### config.mk
export PLATFORM = sky130hd
export DESIGN_NAME = v_hier_qvec_mon
export DESIGN_NICKNAME = d
export VERILOG_FILES = /design/src/rtl/v_hier_qvec_mon.sv
export SDC_FILE = /design/constraint.sdc
export NUM_CORES = 1
export LEC_CHECK = 0
export BUFFER_PORTS_ARGS = -buffer_cell sky130_fd_sc_hd__clkbuf_2
export CAP_MARGIN = 20
export CORE_MARGIN = 2
export CORE_UTILIZATION = 54
export CTS_BUF_LIST = sky130_fd_sc_hd__clkbuf_8
export DETAILED_ROUTE_END_ITERATION = 12
export PLACE_DENSITY = 0.71
export REMOVE_ABC_BUFFERS = 1
export SYNTH_ARGS = -nofsm -noshare
export SYNTH_HDL_FRONTEND = slang
export SYNTH_SLANG_ARGS = --single-unit
### constraint.sdc
create_clock -name clk -period 6.5 [get_ports clk]
set_clock_uncertainty 0.1 [all_clocks]
set_input_delay 0.325 -clock clk [delete_from_list [all_inputs] [get_ports clk]]
set_output_delay 0.325 -clock clk [all_outputs]
set_load 0.02 [all_outputs]
### src/rtl/v_hier_qvec_mon.sv
// v_hier_qvec_mon: watches the 4-bit qvec bus from the hierarchical sub-block.
// Each value change becomes a timestamped {ts, old, new} record in a small
// event FIFO, which is drained over a valid/ready port. A saturating change
// counter and a sticky overflow flag feed the debug/status path.

module v_hier_qvec_mon #(
    parameter int DEPTH = 4,   // event FIFO entries, power of two, >= 2
    parameter int TS_W  = 8,   // free-running timestamp width
    parameter int CNT_W = 8    // saturating change counter width
) (
    input  logic              clk,
    input  logic              rst,
    input  logic [3:0]        qvec,
    input  logic              clr,
    output logic              ev_valid,
    input  logic              ev_ready,
    output logic [TS_W+7:0]   ev_data,
    output logic [CNT_W-1:0]  change_cnt,
    output logic              ovf
);

    localparam int AW = $clog2(DEPTH);   // FIFO index width
    localparam int PW = AW + 1;          // pointer width, extra bit marks the lap

    // One logged change; the new value sits in the low nibble of ev_data.
    typedef struct packed {
        logic [TS_W-1:0] ts;
        logic [3:0]      old_q;
        logic [3:0]      new_q;
    } rec_t;

    // ------------------------------------------------------------------
    // Capture pipeline
    // ------------------------------------------------------------------
    logic [3:0]      q_r;       // qvec sampled this edge
    logic [3:0]      q_p;       // previous sample
    logic [1:0]      arm_sr;    // arming shift register
    logic            armed;
    logic [TS_W-1:0] ts;        // free-running timestamp, wraps
    logic            change;

    // Sample qvec, keep the previous sample and advance the timestamp.
    // NOTE: every clocked assignment uses <= so all registers update from
    // the same pre-edge values; blocking here would make q_p see the new q_r.
    always_ff @(posedge clk) begin
        if (rst) begin
            q_r    <= '0;
            q_p    <= '0;
            arm_sr <= '0;
            ts     <= '0;
        end else begin
            q_r    <= qvec;
            q_p    <= q_r;
            arm_sr <= {arm_sr[0], 1'b1};
            ts     <= ts + TS_W'(1);
        end
    end

    // Arming needs two post-reset edges: only then do both q_r and q_p
    // hold real bus samples, so a bus held at a non-zero value cannot be
    // mistaken for a change away from the reset value of q_p.
    assign armed  = arm_sr[1];
    assign change = armed && (q_r != q_p);

    // ------------------------------------------------------------------
    // Event FIFO
    // ------------------------------------------------------------------
    rec_t          mem [DEPTH];
    logic [PW-1:0] wr_ptr;
    logic [PW-1:0] rd_ptr;
    logic          empty;
    logic          full;
    logic          pop;
    logic          push;
    logic          drop;
    rec_t          new_rec;

    // Same lap and same index means empty; opposite lap and same index
    // means full.
    assign empty = (wr_ptr == rd_ptr);
    assign full  = (wr_ptr[AW] != rd_ptr[AW]) &&
                   (wr_ptr[AW-1:0] == rd_ptr[AW-1:0]);

    assign ev_valid = !empty;
    assign pop      = ev_valid && ev_ready;

    // A pop in the same cycle frees the slot, so a full FIFO still accepts
    // the push; only a full FIFO with no pop drops the record.
    assign push = change && (!full || pop);
    assign drop = change && full && !pop;

    // Build the record from the timestamp before this edge.
    always_comb begin
        new_rec       = '0;
        new_rec.ts    = ts;
        new_rec.old_q = q_p;
        new_rec.new_q = q_r;
    end

    // Storage write; gated by reset so a reset edge never leaves a write behind.
    // NOTE: the array has no reset; the pointers alone define which entries
    // are live, and ev_data is forced to zero while the FIFO is empty.
    always_ff @(posedge clk) begin
        if (push && !rst) begin
            mem[wr_ptr[AW-1:0]] <= new_rec;
        end
    end

    // Pointer update; reset empties the FIFO in the same edge.
    always_ff @(posedge clk) begin
        if (rst) begin
            wr_ptr <= '0;
            rd_ptr <= '0;
        end else begin
            if (push) begin
                wr_ptr <= wr_ptr + PW'(1);
            end
            if (pop) begin
                rd_ptr <= rd_ptr + PW'(1);
            end
        end
    end

    // Head entry, held stable until accepted; zero while empty.
    always_comb begin
        ev_data = '0;
        if (!empty) begin
            ev_data = mem[rd_ptr[AW-1:0]];
        end
    end

    // ------------------------------------------------------------------
    // Status: saturating change counter and sticky overflow
    // ------------------------------------------------------------------

    // Count every detected change, dropped or not; clr wins over a same-cycle
    // increment or overflow.
    always_ff @(posedge clk) begin
        if (rst) begin
            change_cnt <= '0;
            ovf        <= 1'b0;
        end else if (clr) begin
            change_cnt <= '0;
            ovf        <= 1'b0;
        end else begin
            if (change && (change_cnt != {CNT_W{1'b1}})) begin
                change_cnt <= change_cnt + CNT_W'(1);
            end
            if (drop) begin
                ovf <= 1'b1;
            end
        end
    end

endmodule

Word-level counts from Yosys, hierarchy flattened
Memory sizes are Yosys's and may differ from the RTL's. A register that Yosys moved wholly into a read port is not among the register bits.
Cells that the tools add are included.
- $mul: 0
- order comparisons: 0
- add/subtract/negate cells: 4
- multiplexer cells: 6
- divide/modulo/power cells: 0
- bitwise gates (word level): 0
- reductions and logical operators: 14
- shift operators: 0
- equality and inequality tests: 5
- operators with widths (operator ; count):
    adder 8 x 1 -> 8 bit, second input constant ; 2
    two-way mux 16 bit ; 1
    logical AND 1 bit ; 8
    != test 8 bit, second input constant ; 1
    adder 3 x 1 -> 3 bit, second input constant ; 2
    zero test 1 bit ; 4
    two-way mux 2 bit ; 2
    != test 4 bit ; 1
    equality test 3 bit ; 1
    two-way mux 1 bit ; 3
    equality test 2 bit ; 1
    OR reduction 2 bit ; 1
    logical OR 1 bit ; 1
    != test 1 bit ; 1
- flip-flop bits (word level): 33
- memories kept: 1
- output and inout port bits: 26
- memory bits (read-only): 0
- bits in latches: 0
- logic and storage cells: 39
- memory bits (writable): 64
- input port bits: 8
- memories (memory ; words ; bits a word ; read ports ; clocked after memory_dff ; write ports ; RTL line ; source):
    mem ; 4 ; 16 ; 1 ; 1 ; 1 ; 68 ; rec_t mem [DEPTH];

Longest topological paths before layout
Gate-level depths: netlist of the first run.
- depth after elaboration: 8
- depth in mapped cells: 6

Least setup slack after synthesis of the first run
No wires, ideal clock.
- path type: register to register
- start point: reg q_r[0]
- end point: mem mem[3][0] (netlist bit) (enable)
- path slack: 3446 ps
- clock period less this slack: 3054 ps
- arrival time: 2524 ps
- stages on the path, launching flop included: 5
- path buffers: 1
- required time: 5970 ps
- cell sequence: dfxtp_1 -> xor2_1 -> o41ai_4 -> buf_6 -> nor4_1
- longest elaborated chain between the ends: 6
- ends and longest elaborated chain (item ; RTL line ; source):
    start, declared ; 35 ; logic [3:0] q_r;
    start signal, assigned ; 52 ; q_r <= qvec;
    != test 4 bit ; 63 ; assign change = armed && (q_r != q_p);
    logical AND 1 bit ; 63 ;
    logical AND 1 bit ; 89 ; assign push = change && (!full || pop);
    logical AND 1 bit ; 104 ; if (push && !rst) begin
    two-way mux 1 bit ; 104 ;
    two-way mux 1 bit (not written as such) ; 105 ; mem[wr_ptr[AW-1:0]] <= new_rec;
    end, declared ; 68 ;
No other way between the ends.

Worst setup path after layout of the first run
- start point: reg q_r[1]
- end point: mem mem[0][8] (netlist bit) (enable)
The elaborated chain is that of the path after synthesis.

==> results of run 1 <==
## state kept, by name, summed over array words and instances (netlist names), named ones only
name / flops
q_p: 4
mem: 64
change_cnt: 8
q_r: 4
rd_ptr: 3
ovf: 1
wr_ptr: 3
ts: 8
arm_sr: 2
## report_power, final
part,internal [mW],switching (mW)
Combinational,0.0738,0.0900
Sequential,0.680,0.0198
Clock,0.150,0.223
## area by class of cell
cell class | count | area share
Clock buffer | 9 | 0.02812
Clock inverter | 7 | 0.01448
Inverter | 7 | 0.005964
Multi-Input combinational cell | 139 | 0.2829
Sequential cell | 99 | 0.5953
Tap cell | 99 | 0.02812
Timing Repair Buffer | 36 | 0.04516
## worst max-delay path by stage
| stage | start | to | slack (ns) |
|---|---|---|---|
| after global placement | q_r[0] | mem[0][12] | 4.00 |
| after global routing | q_r[1] | mem[0][15] | 3.69 |
| after floorplan | q_r[1] | mem[3][0] | 3.52 |
| after CTS | register | ev_data[6] | 3.66 |
| final | q_r[1] | mem[0][8] | 3.88 |
| after detailed placement | q_r[1] | mem[0][12] | 3.88 |
## worst max-delay path, stage by stage, from the launching register on
cell     delay [ns]
dfxtp_1        0.44
xor2_1         0.15
o41ai_4        0.86
nor2_2         0.16
and3_1         0.54
## cells in the mapped netlist
master / n / area (um2)
mux2_4: 1 / 15.01
xnor2_1: 2 / 17.52
or4_1: 4 / 30.03
a21oi_1: 7 / 35.03
o41ai_4: 1 / 27.53
o21ai_0: 1 / 5.000
mux4_2: 16 / 360.4
o21ai_1: 2 / 10.01
inv_1: 7 / 26.28
nor2b_1: 26 / 162.7
nand2_1: 6 / 22.52
o311ai_1: 2 / 17.52
o31ai_1: 4 / 30.03
nor3_1: 1 / 5.000
nand3b_1: 1 / 7.510
clkbuf_1: 6 / 22.52
o41a_1: 1 / 11.26
ha_1: 7 / 87.58
nand4_1: 1 / 6.260
nor4_1: 2 / 12.51
buf_1: 1 / 3.750
mux2i_1: 4 / 40.04
buf_6: 1 / 11.26
edfxtp_1: 64 / 1922
nor2_2: 1 / 6.260
dfxtp_1: 35 / 700.7
nand3_1: 8 / 40.04
nor2_1: 16 / 60.06
nor4b_4: 1 / 23.77
xor2_1: 11 / 96.34
xor2_2: 2 / 32.53
or3_1: 2 / 12.51
buf_2: 2 / 10.01
or2_2: 1 / 6.260
nor3_2: 1 / 10.01
and3_1: 5 / 31.28
buf_4: 1 / 7.510
o41ai_1: 2 / 17.52
## cells in the final DEF (no fill, tap or decap), drive strengths merged, types with 7 or more instances in the layout
| cell type | synthesis | routed |
|---|---|---|
| inv | 7 | 13 |
| nand3 | 8 | 8 |
| nor2 | 17 | 17 |
| a21oi | 7 | 7 |
| xor2 | 13 | 13 |
| dfxtp | 35 | 35 |
| edfxtp | 64 | 64 |
| ha | 7 | 7 |
| mux4 | 16 | 16 |
| nor2b | 26 | 26 |
| clkbuf | 6 | 42 |
## per-layer routing
metal  up-vias  track usage  routed length, um
met5         -            0                  0
met1      1034       0.2451               2942
met2        49       0.2620               2896
met3         5      0.04432                211
li1       1021            -                  -
met4         0      0.06513                 59
## cells by family (layout without fill, tap and decap cells)
group,Yosys count,count (layout),share of synthesized area
DFF,99,99,0.6650
and+or+nand+nor,76,76,0.1107
muxes,21,21,0.1053
AOI/OAI and AO/OA,20,20,0.03902
buffers and inverters,18,59,0.02062
xor gates and xnor gates,15,15,0.03712
adders and majority gates,7,7,0.02221
## through the flow
stage / instance area (um2) / setup WS, ns / power (mW) / cells
after CTS: 4390 / 3.660 / 1.245 / 395
after global routing: 4405 / 3.685 / 1.297 / 396
final: 4405 / 3.881 / 1.237 / 396
after floorplan: 3889 / 3.524 / 0.8240 / 245
after detailed placement: 4203 / 3.884 / 0.8787 / 379
after global placement: 4192 / 3.999 / 0.8717 / 378
==> impl_metrics.py, run 1 <==
metrics = {
    "sta": {
        "holdWs_ns": 0.08216,
        "hold_viol_final": 0,
        "slew_viol_final": 0,
        "post-route-period-util": 0.4029,
        "worst_pin_slew_ns": 0.8794,
        "fin_crit_ns": 2.619,
        "rsz0062_at_grt": "false",
        "setup_viol": 0,
        "fmax_mhz": 381.9,
        "finalSetupTns_ns": 0,
        "relSlewSlack": 0.4117,
    },
    "clock_tree": {
        "cts_made_buffers": 9,
        "post_cts_resized": 0,
        "clkTransAtPathRegs_ns": 0.10,
        "hold_buffers": 0,
        "clk_latency_ns": 0.36,
        "tritoncts": "yes",
        "post_cts_buffers": 0,
        "htreeDepth": 3,
        "clock-root-buffer": "clkbuf_8",
        "cts.sinks": 99,
        "clk_path_buf_depth": 2,
    },
    "cells_and_area": {
        "multiInputGateArea_um2": 1246,
        "seq_area_um2": 2623,
        "fin_nets": 307,
        "num-fill-cells": 549,
        "post-route-util": 0.6139,
        "diodes": 0,
        "areaGrowthSynthToFinish_pct": 11.71,
        "drive_above_1_share": 0.2593,
    },
    "placed_design": {
        "dp_hpwl_um": 3768,
        "portBuffers": 33,
        "gp_congestion": 0.7639,
    },
    "global_route": {
        "grt.total_usage": 0.1732,
        "grt_pass1_vias": 2017,
        "grt_pass1_wl_um": 10030,
        "grt_max_degree": 30,
        "grt.overflow.total": 0,
        "grt_antenna_before_repair": 0,
    },
    "floorplanning": {
        "initial_core_util": 0.5496,
        "die_w_um": 89.46,
        "rows": 31,
        "fp.coreArea_um2": 7176,
        "die_h_um": 89.46,
        "ioPinCount": 34,
        "fp.dieArea_um2": 8003,
    },
    "power": {
        "p_per_area_nw_per_um2": 280.7,
        "p_leak_nw": 1.555,
        "vdd_drop_max_uv": 98.60,
    },
    "setup_path": {
        "r2r_start": "q_r[1]",
        "cp-start-kind": "register",
        "ff2ff_path_depth": 4,
        "cp_data_required_time_ns": 6.38,
        "critPathMaxFanout": 17,
        "cp-end-kind": "register",
        "reg2reg_slack_ns": 3.88,
        "path_class": "register to register",
        "timing.rr.end": "mem[0][8]",
        "cp.arrival_ns": 2.50,
    },
    "hold_path": {
        "hp-class": "input port to register",
        "min_to": "q_r[3]",
        "holdPathStages": 2,
        "holdCritStartpoint": "qvec[3]",
    },
    "drt": {
        "drtIter0Drc": 169,
        "dr.pass1.iters": 4,
        "wl_um": 6109,
        "avgRoutedWirePerCell_um": 15.43,
        "drc": 0,
        "vias_per_cell": 5.326,
        "via_count": 2109,
        "ant_nets": 0,
    },
    "outcome": {
        "outcome": "completed",
    },
    "logic_synthesis": {
        "synth_cells": 256,
        "ys_ff_latch": 99,
        "ys_seq_area_frac": 0.6650,
        "ys_warn_count": 0,
        "syn_avg_cell_area_um2": 15.41,
        "ys_types": 38,
        "syn_area_um2": 3944,
    },
    "flow_run": {
        "maxCapViolCount": 0,
    },
}
Power figures use the tool's default switching activity.
==> run 2, diff against run 1 <==
--- a/config.mk
+++ b/config.mk
@@ -11,7 +11,7 @@
 export CORE_UTILIZATION = 54
 export CTS_BUF_LIST = sky130_fd_sc_hd__clkbuf_8
 export DETAILED_ROUTE_END_ITERATION = 12
-export PLACE_DENSITY = 0.71
+export PLACE_DENSITY = 0.74
 export REMOVE_ABC_BUFFERS = 1
 export SYNTH_ARGS = -nofsm -noshare
 export SYNTH_HDL_FRONTEND = slang
==> constraint.sdc (replaced) <==
create_clock -name clk -period 2.1 [get_ports clk]
set_clock_uncertainty 0.1 [all_clocks]
set_input_delay 0.105 -clock clk [delete_from_list [all_inputs] [get_ports clk]]
set_output_delay 0.105 -clock clk [all_outputs]
set_load 0.02 [all_outputs]
==> impl_metrics.py, run 2 (synthesis results as in run 1) <==
metrics = {
    "outcome": {
        "outcome": "completed",
    },
    "setup_path": {
        "ff2ff_path_depth": 5,
        "critPathMaxFanout": 16,
        "reg2reg_slack_ns": 0.17,
        "path_class": "register to output port",
        "cp.arrival_ns": 1.75,
        "cp-start-kind": "register",
        "r2r_start": "q_r[0]",
        "cp-end-kind": "output port",
        "cp_data_required_time_ns": 1.89,
        "timing.rr.end": "mem[0][9]",
    },
    "placed_design": {
        "dpl_cell_area_um2": 4292,
        "dp_hpwl_um": 4170,
        "portBuffers": 33,
        "gp_congestion": 0.7123,
    },
    "power": {
        "p_per_area_nw_per_um2": 826.8,
        "vdd_drop_max_uv": 427.7,
        "p_leak_nw": 1.624,
        "power_mw": 3.753,
    },
    "flow_run": {
        "maxCapViolCount": 0,
    },
    "hold_path": {
        "holdCritStartpoint": "rst",
        "hp-class": "input port to register",
        "holdPathStages": 2,
        "min_to": "wr_ptr[2]",
    },
    "clock_tree": {
        "clock-root-buffer": "clkbuf_8",
        "tritoncts": "yes",
        "clkTransAtPathRegs_ns": 0.09,
        "clk_latency_ns": 0.35,
        "htreeDepth": 3,
        "clk_path_buf_depth": 2,
        "cts_made_buffers": 9,
        "cts.sinks": 99,
    },
    "sta": {
        "slew_viol_final": 0,
        "rsz0062_at_grt": "false",
        "fin_crit_ns": 1.953,
        "worst_pin_slew_ns": 0.6179,
        "post-route-period-util": 0.9300,
        "finalSetupTns_ns": 0,
        "hold_viol_final": 0,
        "relSlewSlack": 0.5865,
        "setup_viol": 0,
        "fmax_mhz": 512.1,
    },
    "drt": {
        "drtIter0Drc": 130,
        "ant_nets": 0,
        "avgRoutedWirePerCell_um": 15.69,
        "drc": 0,
        "vias_per_cell": 5.338,
        "via_count": 2194,
        "dr.pass1.iters": 4,
        "wl_um": 6448,
    },
    "floorplanning": {
        "die_w_um": 89.46,
        "ioPinCount": 34,
        "fp.dieArea_um2": 8003,
        "rows": 31,
        "fp.coreArea_um2": 7176,
        "initial_core_util": 0.5496,
        "die_h_um": 89.46,
    },
    "cells_and_area": {
        "mostFrequentLayoutCells": "edfxtp_1 (64), dfxtp_1 (35), clkbuf_2 (33), nor2b_1 (26)",
        "final_common_cell": "edfxtp_1",
        "num-fill-cells": 534,
        "drive_above_1_share": 0.2821,
        "fin_nets": 322,
        "areaGrowthSynthToFinish_pct": 15.10,
        "largest_reg_flops": 64,
        "diodes": 0,
        "finish.instance_area_um2": 4539,
    },
    "global_route": {
        "grt_pass1_vias": 2066,
        "grt_antenna_before_repair": 0,
        "grt_pass1_wl_um": 10100,
        "grt.overflow.total": 0,
        "grt_max_degree": 18,
        "grt.total_usage": 0.1730,
    },
}
-- run 2: changes by cell type in the layout (fill, tap and decap cells not counted) --
cell           delta
buf_12            +2
clkinv_4          -1
clkinv_2          +3
buf_8             -1
xor2_2            +2
inv_6             -3
inv_1             +1
clkinvlp_4        +1
xor2_1            -2
dlygate4sd3_1     +5
inv_8             -1
buf_4            +10
buf_6             -1
-- run 2: worst max-delay path, stage by stage (launching register included) --
cell      delay (ns)
dfxtp_1         0.37
buf_12          0.19
mux4_2          0.53
nor2b_1         0.15
clkbuf_2        0.16
-- run 2: area by class of cell --
cell class / instances / area (um2) / share of cell area
clock inverter: 7 / 43.79 / 0.009647
sequential: 99 / 2623 / 0.5777
clock buffer: 9 / 123.9 / 0.02729
inverter: 7 / 26.28 / 0.005788
tap: 99 / 123.9 / 0.02729
timing repair buffer: 51 / 337.8 / 0.07442
multi-input combinational: 139 / 1261 / 0.2778
-- run 2: per-layer routing --
| metal | GRT usage | wire [um] |
|---|---|---|
| met1 | 0.2267 | 2872 |
| met3 | 0.04432 | 222 |
| met5 | 0 | 0 |
| met2 | 0.2842 | 3267 |
| met4 | 0.05699 | 86 |
-- run 2: where the power goes --
part | switching (mW) | internal, mW
Sequential | 0.0370 | 2.11
Combinational | 0.314 | 0.244
Clock | 0.624 | 0.429
Total | 0.975 | 2.78
-- run 2: worst max-delay path by stage --
stage                     cells after the start  slack [ns]          to       from
after floorplan                               3       -0.88   mem[3][0]     q_r[1]
final                                         4        0.15  ev_data[2]   register
after global routing                          5        0.03   mem[0][9]     q_p[2]
after CTS                                     5        0.07   mem[0][9]  rd_ptr[2]
after detailed placement                      5         0.1  mem[0][13]  wr_ptr[2]
after global placement                        5        0.16  mem[1][13]  wr_ptr[2]
-- run 2: through the flow --
stage	cells	hold WS (ns)	utilization	setup WS, ns
after global placement	388	0.2263	0.5981	0.1621
after detailed placement	388	0.2292	0.5981	0.09810
after floorplan	245	0.07169	-	-0.8764
final	411	0.005626	0.6326	0.1471
after CTS	409	0.001880	0.6284	0.07158
after global routing	411	0.03234	0.6326	0.02744
-- run 2: timing repair --
item	in CTS	in global routing
gates resized for setup	0	2
endpoints found under the hold margin	6	0
buffers inserted	0	2
endpoints found under the setup margin	0	48
hold buffers	5	0
==> run 3, diff against run 2 <==
--- a/config.mk
+++ b/config.mk
@@ -11,7 +11,7 @@
 export CORE_UTILIZATION = 54
 export CTS_BUF_LIST = sky130_fd_sc_hd__clkbuf_8
 export DETAILED_ROUTE_END_ITERATION = 12
-export PLACE_DENSITY = 0.74
+export PLACE_DENSITY = 0.83
 export REMOVE_ABC_BUFFERS = 1
 export SYNTH_ARGS = -nofsm -noshare
 export SYNTH_HDL_FRONTEND = slang
==> impl_metrics.py, run 3 (synthesis results as in run 1) <==
metrics = {
    "drt": {
        "via_count": 2193,
        "ant_nets": 0,
        "wl_met1_um": 2984,
        "drtIter0Drc": 154,
        "avgRoutedWirePerCell_um": 16.52,
        "dr.pass1.iters": 4,
        "wl_met2_um": 3481,
        "top_layer": "met4",
        "drc": 0,
        "wl_um": 6789,
        "met3_length_um": 209,
        "vias_per_cell": 5.336,
    },
    "hold_path": {
        "holdPathStages": 2,
        "min_to": "q_p[0]",
        "hp-class": "input port to register",
        "holdCritStartpoint": "rst",
    },
    "sta": {
        "holdWs_ns": 0.03893,
        "hold_viol_final": 0,
        "setup_ws_ns": 0.07448,
        "setup_viol": 0,
        "slew_viol_final": 0,
        "fin_crit_ns": 2.026,
        "worst_pin_slew_ns": 0.6012,
        "post-route-period-util": 0.9645,
        "finalSetupTns_ns": 0,
        "fmax_mhz": 493.7,
        "relSlewSlack": 0.5977,
    },
    "setup_path": {
        "cp-end-kind": "output port",
        "cp-start-kind": "register",
        "cp.arrival_ns": 1.82,
        "path_class": "register to output port",
        "crit_chain": "xor2_2, nor3_2, buf_6, nor2b_1, clkbuf_2",
        "timing.rr.end": "mem[2][1]",
        "critPathMaxFanout": 13,
        "cpLargestDelayFamily": "simple AND/OR/NAND/NOR gates",
        "critPathBufInv": 2,
        "r2r_start": "wr_ptr[2]",
        "cp_data_required_time_ns": 1.89,
        "ff2ff_path_depth": 5,
        "crit_path_max_incr_delay_ns": 0.44,
        "cp_slowest_cell": "nor3_2",
        "reg2reg_slack_ns": 0.09,
    },
    "cells_and_area": {
        "stdcell_count": 411,
        "fin_nets": 322,
        "diodes": 0,
        "final_common_cell": "edfxtp_1",
        "seq_area_um2": 2623,
        "drive_above_1_share": 0.2788,
        "num-fill-cells": 526,
        "mostFrequentLayoutCells": "edfxtp_1 (64), dfxtp_1 (35), clkbuf_2 (33), nor2b_1 (26)",
        "areaGrowthSynthToFinish_pct": 15.45,
        "multiInputGateArea_um2": 1276,
        "largest_reg_flops": 64,
    },
    "floorplanning": {
        "fp.coreArea_um2": 7176,
        "ioPinCount": 34,
        "fp.dieArea_um2": 8003,
        "die_w_um": 89.46,
        "rows": 31,
        "initial_core_util": 0.5496,
        "die_h_um": 89.46,
    },
    "clock_tree": {
        "tritoncts": "yes",
        "cts.sinks": 99,
        "clock-root-buffer": "clkbuf_8",
        "cts_made_buffers": 9,
        "htreeDepth": 3,
        "clk_path_buf_depth": 2,
        "clkTransAtPathRegs_ns": 0.09,
        "clk_latency_ns": 0.36,
    },
    "global_route": {
        "grt.total_usage": 0.1820,
        "grt_pass1_wl_um": 10270,
        "grt_max_degree": 18,
        "grt.overflow.total": 0,
        "grt_pass1_vias": 2057,
        "grt_antenna_before_repair": 0,
    },
    "power": {
        "p_per_area_nw_per_um2": 822.3,
        "p_leak_nw": 1.622,
        "vdd_drop_max_uv": 382.6,
        "power_mw": 3.744,
    },
    "placed_design": {
        "portBuffers": 33,
        "dp_slack_ns": 0.06750,
        "dp_hpwl_um": 4417,
        "gp_congestion": 0.7175,
        "place_inst": 388,
    },
    "flow_run": {
        "maxCapViolCount": 0,
    },
    "outcome": {
        "outcome": "completed",
    },
}
run 3: final cells by class:
type	instances	area share
timing repair buffer	51	0.07502
inverter	7	0.005771
tap	99	0.02721
sequential	99	0.5760
clock inverter	7	0.008519
clock buffer	9	0.02721
multi-input combinational	139	0.2803
run 3: worst reg2reg max path, cell delays in order (launching register included):
cell and delay [ns]:
dfxtp_1 0.39, xor2_1 0.32, nor4b_4 0.39, nor2_2 0.14, and3_1 0.21, buf_4 0.21
run 3: repair_timing:
| action | CTS | global route |
|---|---|---|
| setup endpoints to repair | 0 | 48 |
| gates resized for setup | 0 | 4 |
| hold buffers | 5 | 0 |
| buffers inserted | 0 | 2 |
| endpoints found under the hold margin | 7 | 0 |
run 3: worst max-delay path by stage:
stage,start,end,cells after the start
detailed placement,q_r[3],mem[2][0],5
global placement,rd_ptr[1],ev_data[10],4
floorplan,q_r[1],mem[3][0],3
finish,rd_ptr[1],ev_data[14],5
global route,q_r[2],mem[1][3],5
CTS,wr_ptr[2],mem[2][1],5
run 3: layer usage:
| layer | up-vias | track usage |
|---|---|---|
| li1 | 1053 | - |
| met1 | 1083 | 0.2385 |
| met2 | 49 | 0.2943 |
| met3 | 8 | 0.03878 |
| met4 | 0 | 0.08141 |
| met5 | - | 0 |
run 3: power breakdown:
group          leakage (nW)  switching (mW)  internal [mW]
sequential            0.871          0.0402           2.11
combinational         0.664           0.317          0.251
clock                0.0871           0.611          0.418
total                  1.62           0.968           2.78
run 3: through the flow:
| step | cell area [um2] | utilization |
|---|---|---|
| 2_1_floorplan | 3889 | - |
| 3_3_place_gp | 4284 | 0.5970 |
| 3_5_place_dp | 4295 | 0.5986 |
| 4_1_cts | 4508 | 0.6282 |
| 5_1_grt | 4553 | 0.6345 |
| 6_report | 4553 | 0.6345 |
